===== config.mk =====
export PLATFORM = sky130hd
export DESIGN_NAME = reg_file_mp
export DESIGN_NICKNAME = d
export VERILOG_FILES = /design/src/rtl/reg_file_mp.sv
export SDC_FILE = /design/constraint.sdc
export NUM_CORES = 1
export LEC_CHECK = 0
export CAP_MARGIN = 20
export CORE_MARGIN = 2
export CORE_UTILIZATION = 50
export CTS_CLUSTER_DIAMETER = 120
export DETAILED_ROUTE_END_ITERATION = 7
export PLACE_DENSITY_LB_ADDON = 0.12
export SLEW_MARGIN = 15
export SYNTH_ARGS = -nofsm -noshare
export SYNTH_HDL_FRONTEND = slang
export SYNTH_SLANG_ARGS = --single-unit
export TNS_END_PERCENT = 20

===== constraint.sdc =====
create_clock -name clock -period 2.8 [get_ports clock]
set_input_delay 0.42 -clock clock [delete_from_list [all_inputs] [get_ports clock]]
set_output_delay 0.42 -clock clock [all_outputs]
set_load 0.05 [all_outputs]

===== src/rtl/reg_file_mp.sv =====
// Parametrised multi-port register file: two registered read ports, one general
// write port, ACC/ISZERO/IN side-write ports. Optional macro REG_FILE_BYPASS_EN.
module reg_file_mp #(
  parameter int DATA_W     = 16,
  parameter int ADDR_W     = 4,
  parameter int ACC_IDX    = 0,
  parameter int IN_IDX     = 1,
  parameter int OUT_IDX    = 2,
  parameter int ISZERO_IDX = 3
) (
  input  logic              clock,
  input  logic              reset_n,
  input  logic [ADDR_W-1:0] ra0,
  input  logic [ADDR_W-1:0] ra1,
  input  logic [ADDR_W-1:0] wa,
  input  logic [DATA_W-1:0] write_data,
  input  logic              reg_write,
  input  logic [DATA_W-1:0] acc_data_in,
  input  logic              acc_write,
  input  logic [DATA_W-1:0] iszero_data,
  input  logic              iszero_write,
  input  logic [DATA_W-1:0] in_data,
  input  logic              in_data_write,
  output logic [DATA_W-1:0] read_data0,
  output logic [DATA_W-1:0] read_data1,
  output logic [DATA_W-1:0] acc_data,
  output logic [DATA_W-1:0] out_data,
  output logic              wr_prot_err
);

  localparam int                DEPTH = 1 << ADDR_W;
  localparam logic [ADDR_W-1:0] ACC_A = ADDR_W'(ACC_IDX);
  localparam logic [ADDR_W-1:0] ISZ_A = ADDR_W'(ISZERO_IDX);

  logic [DATA_W-1:0] regs      [DEPTH];
  logic [DATA_W-1:0] regs_next [DEPTH];
  logic [DATA_W-1:0] rd0_src;
  logic [DATA_W-1:0] rd1_src;
  logic              prot_hit;
  logic              gen_we;

  assign prot_hit = reg_write && ((wa == ACC_A) || (wa == ISZ_A));
  assign gen_we   = reg_write && !prot_hit;

  // Side writes are applied after the general write so they win a collision.
  always_comb begin
    for (int i = 0; i < DEPTH; i++) begin
      // NOTE: every element gets its current value first, so no path leaves it unassigned (no latch).
      regs_next[i] = regs[i];
      if (gen_we && (wa == ADDR_W'(i))) regs_next[i] = write_data;
      if (in_data_write && (i == IN_IDX)) regs_next[i] = in_data;
      if (acc_write && (i == ACC_IDX)) regs_next[i] = acc_data_in;
      if (iszero_write && (i == ISZERO_IDX)) regs_next[i] = iszero_data;
    end
  end

`ifdef REG_FILE_BYPASS_EN
  assign rd0_src = regs_next[ra0];
  assign rd1_src = regs_next[ra1];
`else
  assign rd0_src = regs[ra0];
  assign rd1_src = regs[ra1];
`endif

  assign acc_data = regs[ACC_IDX];

  always_ff @(posedge clock or negedge reset_n) begin
    if (!reset_n) begin
      // NOTE: the whole array is reset because software relies on every register reading zero after reset.
      for (int i = 0; i < DEPTH; i++) regs[i] <= '0;
      read_data0  <= '0;
      read_data1  <= '0;
      out_data    <= '0;
      wr_prot_err <= 1'b0;
    end else begin
      // NOTE: non-blocking assignments keep every register sampling pre-edge values.
      for (int i = 0; i < DEPTH; i++) regs[i] <= regs_next[i];
      read_data0  <= rd0_src;
      read_data1  <= rd1_src;
      out_data    <= regs_next[OUT_IDX];
      wr_prot_err <= prot_hit;
    end
  end

endmodule

# Yosys cells after proc, flatten, opt, wreduce, memory -nomap -nowiden
# Cells that the tools add are included.
totals:
  regBits: 289
  output_inout_bits: 65
  elab_cells: 74
  input_bits: 82
op_classes:
  bitwise_logic: 2
  mux: 12
  n_eq_ne: 15
  reduce_logical: 24
  order_cmp: 2
ops:
  columns: ["operator", "count"]
  rows:
  - ["16-bit two-way mux", 10]
  - ["16-bit binary-select mux with 4-bit select", 2]
  - ["4-bit equality test (second input constant)", 8]
  - ["1-bit logical AND", 18]
  - ["4-bit by 3-bit equality test with 1-bit output (second input constant)", 4]
  - ["5-bit >= comparator (second input constant)", 2]
  - ["4-bit NOT with 5-bit output", 2]
  - ["4-bit by 2-bit equality test with 1-bit output (second input constant)", 2]
  - ["2-bit nonzero test", 3]
  - ["4-bit by 1-bit equality test with 1-bit output (second input constant)", 1]
  - ["4-bit zero test", 1]
  - ["1-bit zero test", 1]
  - ["1-bit logical OR", 1]

# Logic depth before layout (Yosys ltp)
depth:
  ltp_word: 8
  mapped_depth: 5
  mapped_depth_nobuf: 3

# Least setup slack after synthesis
# OpenSTA, ideal clock, no wires.
synth_path:
  path_type: "input-to-reg"
  from: "in ra0[0]"
  to: "reg read_data0[10]"
  path_buffers: 2
  setup_ps: 124
  arrival_ps: 1692
  required_ps: 2676
  cell_stages: 5
  slack_ps: 984
  path_cell_list: "buf_2 buf_2 mux4_2 a22oi_1 nand2_1"
synth_via:
  elab_chain_cells: 4
synth_lines:
  columns: ["element", "line_no", "text"]
  rows:
  - ["start: declaration", "13", "input logic [ADDR_W-1:0] ra0,"]
  - ["4-bit NOT with 5-bit output (implied by the code)", "61", "assign rd0_src = regs[ra0];"]
  - ["16-bit binary-select mux with 4-bit select", "61", null]
  - ["16-bit two-way mux (implied by the code) (2 in series)", "61", null]
  - ["net rd0_src[10]", "37", "logic [DATA_W-1:0] rd0_src;"]
  - ["end signal: assignment", "78", "read_data0 <= rd0_src;"]
  - ["end: declaration", "24", "output logic [DATA_W-1:0] read_data0,"]
# The timed path passes the listed nets, and every way through them passes these cells. The select of a mux whose other input is x is not followed.
# A chain may end at the register's enable or synchronous reset.

# Worst setup path after layout
layout_path:
  from: "reg read_data1[12]"
  to: "out read_data1[12]"
layout_lines:
  columns: ["element", "line_no", "text"]
  rows:
  - ["start: declaration", "25", "output logic [DATA_W-1:0] read_data1,"]
  - ["start signal: assignment", "79", "read_data1 <= rd1_src;"]
# No word-level cell between the ends.

==> flow_summary.toml <==
[outcome]
run_status = "completed"

[critical_path]
worst_path_max_delay_cell = "sky130_fd_sc_hd__clkdlybuf4s50_1"
crit_chain = "clkdlybuf4s50_1"
slack_of_the_worst_reg_to_reg_path_ps = 1150
path_buf_inv = 1
timing.critical_path.fanout_max = 1
crit_required_ps = 2380
path_class = "flop to output pin"
ff_to_ff_path_depth = 3
crit_arrival_ps = 1780
timing.critical_path.to_type = "output pin"
start_kind = "flop"
worst_r2r_endpoint = "read_data1[13]"
crit-reg2reg-launch = "regs[221]"
critPathTopFamily = "buffers and inverters"
cpPeakStageDelay_ps = 840

[cts]
cts_made_buffers = 34
numClockSinks = 289
h-tree-depth = 2
post_cts_setup_buffer_count = 0
max-clock-path-buffers = 3
worstSkewPairLatency_ps = 510
cts_tree = "done"
clock_transition_at_the_registers_of_the_reported_paths_ps = 60
ctsResizeCount = 0
clk_root_buffer_cell = "sky130_fd_sc_hd__clkbuf_16"

[cells_and_area]
drive_gt1_frac = 0.4336
syn2layout_area_growth_pct = 20.05
finalNetCount = 1158
antenna_cells_inserted = 0

[die]
ios = 147
initial_core_util = 0.5065
die_area_um2 = 30460
rows = 62
die_w_um = 174.5
fp.dieH_um = 174.5
core_area_um2 = 28700

[place]
port-buffer-count = 146
detailedPlace.worstSlack_ps = 560.8
detailedPlacementHpwl_mm = 25.11
routabilityCongestion = 0.7887

[sta]
timing.fmax_mhz = 454.4
final.min_clock_period_ps = 2201
setup_violations = 0
fin_setup_tns_ps = 0
finalHoldViolations = 0
rsz0062_at_grt = "no"
final_max_slew_viol_count = 0
timing.clock.skew_ps = 17.73
slew_margin_rel = 0.4976
finalCritPeriodShare = 0.7860
transition_time_at_the_pin_with_the_least_slew_margin_ps = 751.2
setup_slack_ps = 599.3

[synthesis]
yosysTopAreaCellShare = 0.4975
synthDistinctLibCells = 24
post_synthesis_sequential_area_ratio = 0.4975
synth_top_cell_by_area = "sky130_fd_sc_hd__dfrtp_1"
post_synth_edffs = 0
syn_inst = 970
synthesis.area_per_instance_um2 = 14.99
netlist_area_um2 = 14540
synth.net_count = 1052
synth-async-reset-ratio = 1.000
postSynthRegisterBits = 289
yosys-top-cells-area = "sky130_fd_sc_hd__dfrtp_1 (50%), sky130_fd_sc_hd__mux4_2 (20%), sky130_fd_sc_hd__mux2_2 (19%)"
synthTopCellsByCount = "sky130_fd_sc_hd__dfrtp_1 (289), sky130_fd_sc_hd__mux2_2 (240), sky130_fd_sc_hd__mux4_2 (128), sky130_fd_sc_hd__a22oi_1 (64), sky130_fd_sc_hd__clkbuf_1 (54)"
yosysWarningCount = 0
yosysMostFrequentCell = "sky130_fd_sc_hd__dfrtp_1"
ys_flop_type = "sky130_fd_sc_hd__dfrtp_1"

[drt]
post_drt_via_cell_ratio = 6.148
drt-total-wl_mm = 38.13
vias = 9124
detail_route.iter0.violations = 830
detail-route-antenna-nets = 0
routedWlPerCell_um = 25.69
firstDrtPassIters = 5
remaining_drc_errors = 0

[global_route]
grt_overflow = 0
vias_in_the_first_global_route = 9407
grt_pass1_wl_mm = 58.93
pin_count_of_the_biggest_net_entering_global_routing = 76
initial_antenna_violation_count = 0
track_usage = 0.2569

[job]
maxCapViolCount = 0

[power_and_ir_drop]
power.leakage_uw = 0.007153
max_vdd_drop_mv = 0.4293
power_density_nw_per_um2 = 767.0

[worst_hold_path]
hold_class = "input port to asynchronous set/reset pin"
worst max-delay path by stage:
stage | start | endpoint | slack (ps) | cells after the start
after detailed placement | ra0[0] | read_data0[4] | 560 | 6
after global routing | read_data1[12] | read_data1[12] | 550 | 1
final | read_data1[12] | read_data1[12] | 600 | 1
after CTS | read_data1[12] | read_data1[12] | 570 | 1
after floorplan | ra0[0] | read_data0[10] | 980 | 5
after global placement | ra0[0] | read_data0[4] | 580 | 6
cell families (layout without fill, tap and decap cells):
family,after synthesis,after routing,synth area share
mux,368,368,0.3842
simple gates,96,96,0.03073
buf+inv,121,251,0.04217
flops,289,289,0.4975
compound gates,96,96,0.04544
layout make-up:
cell class,instances,area (um2)
Clock buffer,48,1005
Timing Repair Buffer,190,1947
Multi-Input combinational cell,560,6693
Clock inverter,12,92.59
Sequential cell,289,7232
Fill cell,2232,11250
Inverter,1,3.754
Tap cell,384,480.5
flip-flops by register name, summed over array words and instances (netlist names):
signal,count
regs,240
wr_prot_err,1
acc_data,16
read_data0,16
read_data1,16
per-layer routing:
layer  routed length, um  GRT usage
met1               17310     0.3833
met2               17660     0.3962
met3                2580    0.04965
met4                 573    0.05556
met5                   0          0
power breakdown:
part | switching (uW) | leakage [uW] | internal (uW)
combinational | 1600 | 0.00308 | 1790
clock | 1720 | 0.000553 | 2590
sequential | 629 | 0.00352 | 5050
cell usage in the layout, fill, tap and decap left out, types with 3 or more instances in the layout:
cell type,instances
sky130_fd_sc_hd__nor2_1,24
sky130_fd_sc_hd__dfrtp_1,289
sky130_fd_sc_hd__clkbuf_1,5
sky130_fd_sc_hd__o21ai_0,16
sky130_fd_sc_hd__a31oi_1,16
sky130_fd_sc_hd__clkbuf_8,8
sky130_fd_sc_hd__clkbuf_16,35
sky130_fd_sc_hd__mux2_2,240
sky130_fd_sc_hd__nor2b_1,6
sky130_fd_sc_hd__nand3_1,17
sky130_fd_sc_hd__buf_4,32
sky130_fd_sc_hd__nor2_2,3
sky130_fd_sc_hd__buf_12,13
sky130_fd_sc_hd__a22oi_1,64
sky130_fd_sc_hd__mux4_2,128
sky130_fd_sc_hd__clkdlybuf4s50_1,141
sky130_fd_sc_hd__or3_1,3
sky130_fd_sc_hd__clkinv_2,9
sky130_fd_sc_hd__nand2_1,33
metrics by stage:
step / hold slack, ps / instance area [um2] / util / power, uW / std cells
after floorplan: 124.4 / 14540 / - / 8035 / 970
after global placement: 458.8 / 16350 / 0.5695 / 9028 / 1423
after detailed placement: 460.9 / 16350 / 0.5695 / 9127 / 1423
after CTS: 486.0 / 17450 / 0.6081 / 13490 / 1484
after global routing: 506.5 / 17450 / 0.6081 / 13990 / 1484
final: 495.1 / 17450 / 0.6081 / 13390 / 1484
timing repair:
item,4_1_cts,5_1_grt
hold endpoints to repair,70,0
hold buffers,1,0
endpoints found under the setup margin,0,0
Power figures use the tool's default switching activity.
